`config.mk`:
```
export PLATFORM = sky130hd
export DESIGN_NAME = word_packer
export DESIGN_NICKNAME = d
export VERILOG_FILES = /design/src/rtl/word_packer.sv
export SDC_FILE = /design/constraint.sdc
export NUM_CORES = 1
export LEC_CHECK = 0
export CAP_MARGIN = 20
export CELL_PAD_IN_SITES_DETAIL_PLACEMENT = 0
export CELL_PAD_IN_SITES_GLOBAL_PLACEMENT = 1
export CORE_MARGIN = 2
export CORE_UTILIZATION = 35
export CTS_BUF_LIST = sky130_fd_sc_hd__clkbuf_8 sky130_fd_sc_hd__clkbuf_16
export DETAILED_ROUTE_END_ITERATION = 6
export PLACE_DENSITY_LB_ADDON = 0.15
export SLEW_MARGIN = 20
export SYNTH_ARGS = -nofsm -noshare
export SYNTH_HDL_FRONTEND = slang
export SYNTH_SLANG_ARGS = --single-unit
```
`constraint.sdc`:
```
create_clock -name clk -period 2.16 [get_ports clk]
set_input_delay 0.648 -clock clk [delete_from_list [all_inputs] [get_ports clk]]
set_output_delay 0.648 -clock clk [all_outputs]
set_load 0.01 [all_outputs]
```
`src/rtl/word_packer.sv`:
```
// Splits a byte stream into delimiter-separated words and packs each word, null-padded,
// onto the matcher word bus. Each word is issued with cs, and one result is reported per word.
module word_packer #(
  parameter int                    WORD_LENGTH = 3,
  parameter int                    DATA_WIDTH  = 8,
  parameter logic [DATA_WIDTH-1:0] DELIM       = 8'h20,
  parameter int                    IDX_WIDTH   = 8
) (
  input  logic                                clk,
  input  logic                                rst_n,
  input  logic                                in_valid,
  output logic                                in_ready,
  input  logic [DATA_WIDTH-1:0]               in_data,
  input  logic                                in_last,
  output logic [WORD_LENGTH*DATA_WIDTH-1:0]   word,
  output logic                                cs,
  input  logic                                done,
  input  logic                                found,
  output logic                                result_valid,
  output logic                                result_found,
  output logic [$clog2(WORD_LENGTH+1)-1:0]    result_len,
  output logic                                result_trunc,
  output logic [IDX_WIDTH-1:0]                result_idx,
  output logic [1:0]                          dbg_state
);

  localparam int CW = $clog2(WORD_LENGTH + 1);
  localparam logic [CW-1:0] WL_C = CW'(WORD_LENGTH);

  typedef enum logic [1:0] {S_FILL, S_SKIP, S_ISSUE, S_RESULT} state_t;

  state_t               state, state_d;
  logic [CW-1:0]        count;
  logic                 trunc;
  logic [IDX_WIDTH-1:0] idx;
  logic                 issue_armed;
  logic                 pack_en;
  logic                 trunc_set;
  logic                 capture;

  // Handshake: a character transfers on a rising edge where in_valid & in_ready are both 1.
  // in_ready depends only on state, so the source may hold in_valid high for any length of time.
  assign in_ready     = (state == S_FILL) || (state == S_SKIP);
  assign cs           = (state == S_ISSUE);
  assign result_valid = (state == S_RESULT);
  assign dbg_state    = state;

  always_comb begin
    state_d   = state;
    pack_en   = 1'b0;
    trunc_set = 1'b0;
    capture   = 1'b0;
    case (state)
      S_FILL: begin
        if (in_valid) begin
          if (in_data != DELIM) begin
            if (count < WL_C) begin
              pack_en = 1'b1;
              if (in_last) state_d = S_ISSUE;
            end else begin
              trunc_set = 1'b1;
              state_d   = in_last ? S_ISSUE : S_SKIP;
            end
          end else if (count != '0) begin
            state_d = S_ISSUE;
          end
        end
      end
      S_SKIP: begin
        if (in_valid && ((in_data == DELIM) || in_last)) state_d = S_ISSUE;
      end
      S_ISSUE: begin
        // The first ISSUE cycle may still see done left over from the previous word.
        if (issue_armed && done) begin
          capture = 1'b1;
          state_d = S_RESULT;
        end
      end
      S_RESULT: state_d = S_FILL;
      default:  state_d = S_FILL;
    endcase
  end

  always_ff @(posedge clk or negedge rst_n) begin
    if (!rst_n) begin
      state        <= S_FILL;
      count        <= '0;
      trunc        <= 1'b0;
      idx          <= '0;
      word         <= '0;
      issue_armed  <= 1'b0;
      result_found <= 1'b0;
      result_len   <= '0;
      result_trunc <= 1'b0;
      result_idx   <= '0;
    end else begin
      state       <= state_d;
      issue_armed <= (state == S_ISSUE);
      if (pack_en) begin
        for (int i = 0; i < WORD_LENGTH; i++) begin
          if (CW'(WORD_LENGTH - 1 - i) == count) word[i*DATA_WIDTH +: DATA_WIDTH] <= in_data;
        end
        count <= count + CW'(1);
      end
      if (trunc_set) trunc <= 1'b1;
      if (capture) begin
        result_found <= found;
        result_len   <= count;
        result_trunc <= trunc;
        result_idx   <= idx;
      end
      if (state == S_RESULT) begin
        idx   <= idx + IDX_WIDTH'(1);
        count <= '0;
        trunc <= 1'b0;
        word  <= '0;
      end
    end
  end

endmodule
```
---- After elaboration in Yosys (flattened, before gate mapping) ----
Cells that the tools add are included.
W data, S select, Z words.
storage, ports and cells
  bits in registers ....................... 50
  bits in writable memories ............... 0
  latch bits .............................. 0
  word-level logic and storage cells ...... 71
  output and inout port bits .............. 41
  memories kept ........................... 0
  bits of input ports ..................... 14
  memory bits (read-only) ................. 0
cells by class
  shift operators ......................... 0
  $lt $le $gt $ge ......................... 1
  $add $sub $neg .......................... 2
  muxes and demuxes ....................... 28
  bitwise logic cells ..................... 0
  equal/unequal tests ..................... 12
  div/mod/pow operators ................... 0
  multipliers ............................. 0
  reduce and logical (&&, ||, !) cells .... 16
operators by type and width
  operator               number
  $mux W24               2
  $mux W8                3
  $mux W2                10
  $mux W1                12
  $reduce_bool A2 Y1     6
  $add A8 B1 Y8 const B  1
  $eq A8 B6 Y1 const B   1
  $ne A8 B6 Y1 const B   1
  $pmux W2 S4            1
  $reduce_and A2 Y1      3
  $reduce_and A5 Y1      1
  $eq A2 B2 Y1 const B   2
  $logic_not A2 Y1       2
  $ne A2 B1 Y1 const B   2
  $ne A4 B4 Y1 const B   1
  $ne A3 B1 Y1 const B   1
  $add A2 B1 Y2 const B  1
  $eq A1 B2 Y1 const A   1
  $eq A2 B1 Y1 const B   1
  $eq A2 B2 Y1 const A   1
  $logic_and A1 B1 Y1    2
  $logic_or A1 B1 Y1     2
  $lt A2 B2 Y1 const B   1
  $ne A2 B2 Y1 const B   1

---- Depth between registers and ports, before layout ----
  depth in word-level cells ............... 7
  depth in mapped cells ................... 6
  mapped depth without buffers ............ 6

---- Worst setup path after synthesis ----
Ideal clock, no wire load.
  path kind ............................... flip-flop to flip-flop
  start point ............................. reg state[0] (netlist: dbg_state[0])
  end point ............................... reg state[1] (netlist: dbg_state[1])
  path buffers ............................ 0
  cell stages (with the launch flop) ...... 7
  clock period less this slack ............ 2279 ps
  data required time ...................... 2036 ps
  path slack .............................. -119 ps
  arrival ................................. 2155 ps
  library setup time ...................... 124 ps
  path through ............................ dfrtp_1 > inv_1 > ha_1 > a21boi_0 > and4b_2 > o311a_1 > a211o_1
between the ends
  word-level cells in the longest chain between the ends .. 3
  elaborated cells between the ends (all ways) .. 11
  classes of those cells .................. 8 x eq/ne; 1 x mux; 2 x reduce/logical
RTL lines
  item                                line  text
  from (decl)                         32    state_t state, state_d;
  from (signal assigned)              97    state <= state_d;
  $eq A2 B2 Y1 (*)                    --
  named net cs                        16    output logic cs,
  $ne A2 B1 Y1 (no source line)       --
  $reduce_and A5 Y1 (no source line)  --
The timed path passes the listed nets; every way through them passes the cells marked *.
A chain may end at the register's enable or synchronous reset.

---- Worst setup path in the final report ----
  start point ............................. reg state[0] (netlist: dbg_state[0])
  end point ............................... out dbg_state[0]
RTL lines
  item       line  text
  to (decl)  24    output logic [1:0] dbg_state
No word-level cell between the ends.

==> impl_summary.log <==
INFO  metric run_status = finished, violations left
INFO  metric failing_checks = design-rule violations
INFO  metric yosysSeqAreaShare = 0.5353
INFO  metric post_detailed_routing_wire_length = 5002 µm
INFO  metric mappedNetlistNets = 209
INFO  metric report.final.setup_viol = 0
INFO  metric numCtsBuffers = 5
INFO  metric max-vdd-ir-drop = 0.5181 mV
INFO  metric share_of_the_cycle_needed_by_the_critical_path_after_routing = 0.9690
INFO  metric critical_path_required = 1.51 ns
INFO  metric yosysWarnings = 0
INFO  metric chipHeight = 85.72 µm
INFO  metric grt_first_pass_wirelength = 8645 µm
INFO  metric ioPinCount = 55
INFO  metric clk_pin_slew_worst_paths = 0.08 ns
INFO  metric worst_clock_skew = 0.005318 ns
INFO  metric finish.net_count = 298
INFO  metric timing.critical_path.fanout_max = 3
INFO  metric diodes = 0
INFO  metric yosys_most_used_dff = dfrtp_1
INFO  metric drt_iter0_markers = 43
INFO  metric final.hold.worst_slack = 0.3177 ns
INFO  metric place_congestion = 0.8343
INFO  metric drv_cap = 0
INFO  metric setup_tns = 0 ns
INFO  metric post-synth-top-count-cell = dfrtp_1
INFO  metric fillerInstances = 595
INFO  metric powerDensity = 1167 mW/mm²
INFO  metric hold_viol = 0
INFO  metric ys_async_sr_fraction = 1.000
INFO  metric synthTopCellsByCount = dfrtp_1, nor2_1, mux2i_1
INFO  metric number_of_optimization_iterations_in_the_first_detailed_route_pass = 6
INFO  metric pwr-share-seq = 0.376
INFO  metric std_cell_rows = 29
INFO  metric synthDistinctLibCells = 31
INFO  metric fp.dieW = 85.72 µm
INFO  metric critical_path_arrival = 1.44 ns
INFO  metric tritoncts = done
INFO  metric grt_start_max_net_pins = 51
INFO  metric comb_power_share = 0.492
INFO  metric worst_setup_path_end_kind = primary output
INFO  metric largest_area_contributor_in_the_synthesized_netlist = dfrtp_1
INFO  metric initial_utilization = 0.3639
INFO  metric final_max_slew_viol_count = 0
INFO  metric switching_power = 1.356 mW
INFO  metric register_bit_count_reported_by_yosys = 50
INFO  metric ctsHoldBuffers = 0
INFO  metric coreArea = 0.006422 mm²
INFO  metric grt_antenna_before_repair = 0
INFO  metric synthesized_area_per_cell = 12.63 µm²
INFO  metric unrepaired_setup_endpoints_after_global_routing = false
INFO  metric edff_count_synth = 0
INFO  metric internal-power = 2.546 mW
INFO  metric detailroute.via_count = 1684
INFO  metric route.detailed.drc = 4
INFO  metric leakagePower = 1.535 nW
INFO  metric first_global_vias = 1814
INFO  metric io_buffers = 54
INFO  metric netlist_instances = 185
INFO  metric worstMarginPinSlew = 0.4706 ns
INFO  metric die_area = 0.007348 mm²
INFO  metric grt_remaining_overflow = 0
INFO  metric final_antenna_net_count = 0
INFO  metric cts_buffer_depth = 2
INFO  metric clock_power_frac = 0.132
INFO  metric hold_path_class = input port to asynchronous set/reset pin
INFO  metric slew-limit-headroom = 0.6863
INFO  metric dp.final_hpwl = 3544 µm
INFO  metric switching_power_share_of_the_total = 0.3476
INFO  metric post_synth_main_area_contributors = dfrtp_1, mux2i_1, ha_1
INFO  metric vias_per_cell = 4.798
INFO  metric synth.cell_area = 0.002337 mm²
INFO  metric h-tree-depth = 2
INFO  metric maxClockFrequency = 0.4778 GHz
INFO  metric drive_above_1_share = 0.2445
INFO  metric cts.sinks = 50
INFO  metric flow.area_growth_from_synthesis = 43.09%
INFO  metric period_minus_slack = 2.093 ns
INFO  metric clock_tree.root_cell = clkbuf_8
INFO  metric grt_util_all_layers = 0.1500
INFO  metric clkLatencyLatePin = 0.30 ns
INFO  metric synth_largest_type_area_fraction = 0.5353
INFO  metric routed_wire_length_per_instance = 14.25 µm
INFO  metric kind_of_critical_path = flop to primary output
INFO  metric critPathLaunchType = flop
==> kinds of logic after synthesis <==
family                   synth area share
AO/OA/AOI/OAI                     0.08940
XOR/XNOR                          0.02998
adder cells (fa/ha/maj)           0.05353
buffers and inverters             0.02088
flip-flops                         0.5353
multiplexers                       0.1601
AND/OR/NAND/NOR                    0.1108
==> cell usage in the layout, fill, tap and decap left out, drive strengths merged, types with 2 or more instances in the layout <==
| cell | count |
|---|---|
| nand3 | 2 |
| dlygate4sd2 | 6 |
| a211o | 2 |
| or2 | 2 |
| o211a | 2 |
| clkbuf | 5 |
| inv | 8 |
| nor4 | 3 |
| dlymetal6s2s | 2 |
| mux2i | 25 |
| a21oi | 4 |
| nand4 | 2 |
| clkdlybuf4s50 | 43 |
| clkinv | 2 |
| nor2 | 28 |
| o21ai | 3 |
| a2111oi | 3 |
| xor2 | 2 |
| nand2 | 6 |
| xnor2 | 6 |
| ha | 10 |
| a211oi | 3 |
| mux2 | 11 |
| dfrtp | 50 |
| buf | 35 |
==> power groups by stage <==
stage	sequential (mW)	clock (mW)	combinational (mW)
6_report	1.47	0.514	1.92
5_1_grt	1.52	0.577	2.10
4_1_cts	1.48	0.540	1.93
3_5_place_dp	1.50	0	1.90
3_3_place_gp	1.49	0	1.88
2_1_floorplan	1.58	0	0.825
==> metal layers <==
metal	track usage	vias to the layer above	share of wire	wire length, µm
met5	0	-	0	0
met2	0.2266	34	0.47	2346
met4	0.06061	0	0.017	84
met3	0.03176	7	0.038	188
li1	-	818	-	-
met1	0.2109	825	0.48	2382
==> worst max-delay path, stage by stage, from the launching register on <==
cell             delay [ns]
dfrtp_1                0.41
buf_4                  0.14
buf_4                  0.12
clkdlybuf4s50_1        0.46
==> registers in the layout, summed over array words and instances, names as in the netlist <==
name and cells:
count 2, dbg_state 2, idx 8, issue_armed 1, result_found 1, result_idx 8
result_len 2, result_trunc 1, trunc 1, word 24
==> cell type report <==
class | count | area (µm²) | area share
clock buffers | 5 | 68.82 | 0.02058
flip-flops and latches | 50 | 1251 | 0.3741
multi-input cells | 122 | 1059 | 0.3165
inverters | 8 | 30.03 | 0.008979
clock inverters | 2 | 10.01 | 0.002993
repair buffers | 87 | 829.5 | 0.2480
well taps | 77 | 96.34 | 0.02881
==> worst paths after layout <==
path	endpoint	startpoint	slack, ns	depth (start not counted)
max	dbg_state[0]	dbg_state[0]	0.07	3
min	word[0]	rst_n	0.32	2
max reg2reg	dbg_state[1]	dbg_state[0]	0.17	6
min reg2reg	idx[7]	idx[7]	0.47	1
max in group asynchronous	result_idx[7]	rst_n	1.62	2
min in group clk	idx[7]	idx[7]	0.47	1
==> timing repair <==
action | CTS | global route
buffers inserted | 9 | 0
gates resized for setup | 12 | 7
setup endpoints to repair | 31 | 6
pin swaps | 3 | 1
==> through the flow <==
| step | power [mW] | area, µm² | utilization | std cells | worst slack, ns |
|---|---|---|---|---|---|
| finish | 3.902 | 3344 | 0.5207 | 351 | 0.06705 |
| global route | 4.199 | 3344 | 0.5207 | 351 | 0.01315 |
| CTS | 3.949 | 3321 | 0.5170 | 351 | 0.01723 |
| detailed placement | 3.395 | 3184 | 0.4958 | 335 | -0.7042 |
| global placement | 3.374 | 3184 | 0.4958 | 335 | -0.6495 |
| floorplan | 2.404 | 2341 | - | 185 | 0.01716 |
No activity file was read; power rests on OpenSTA's default activity.
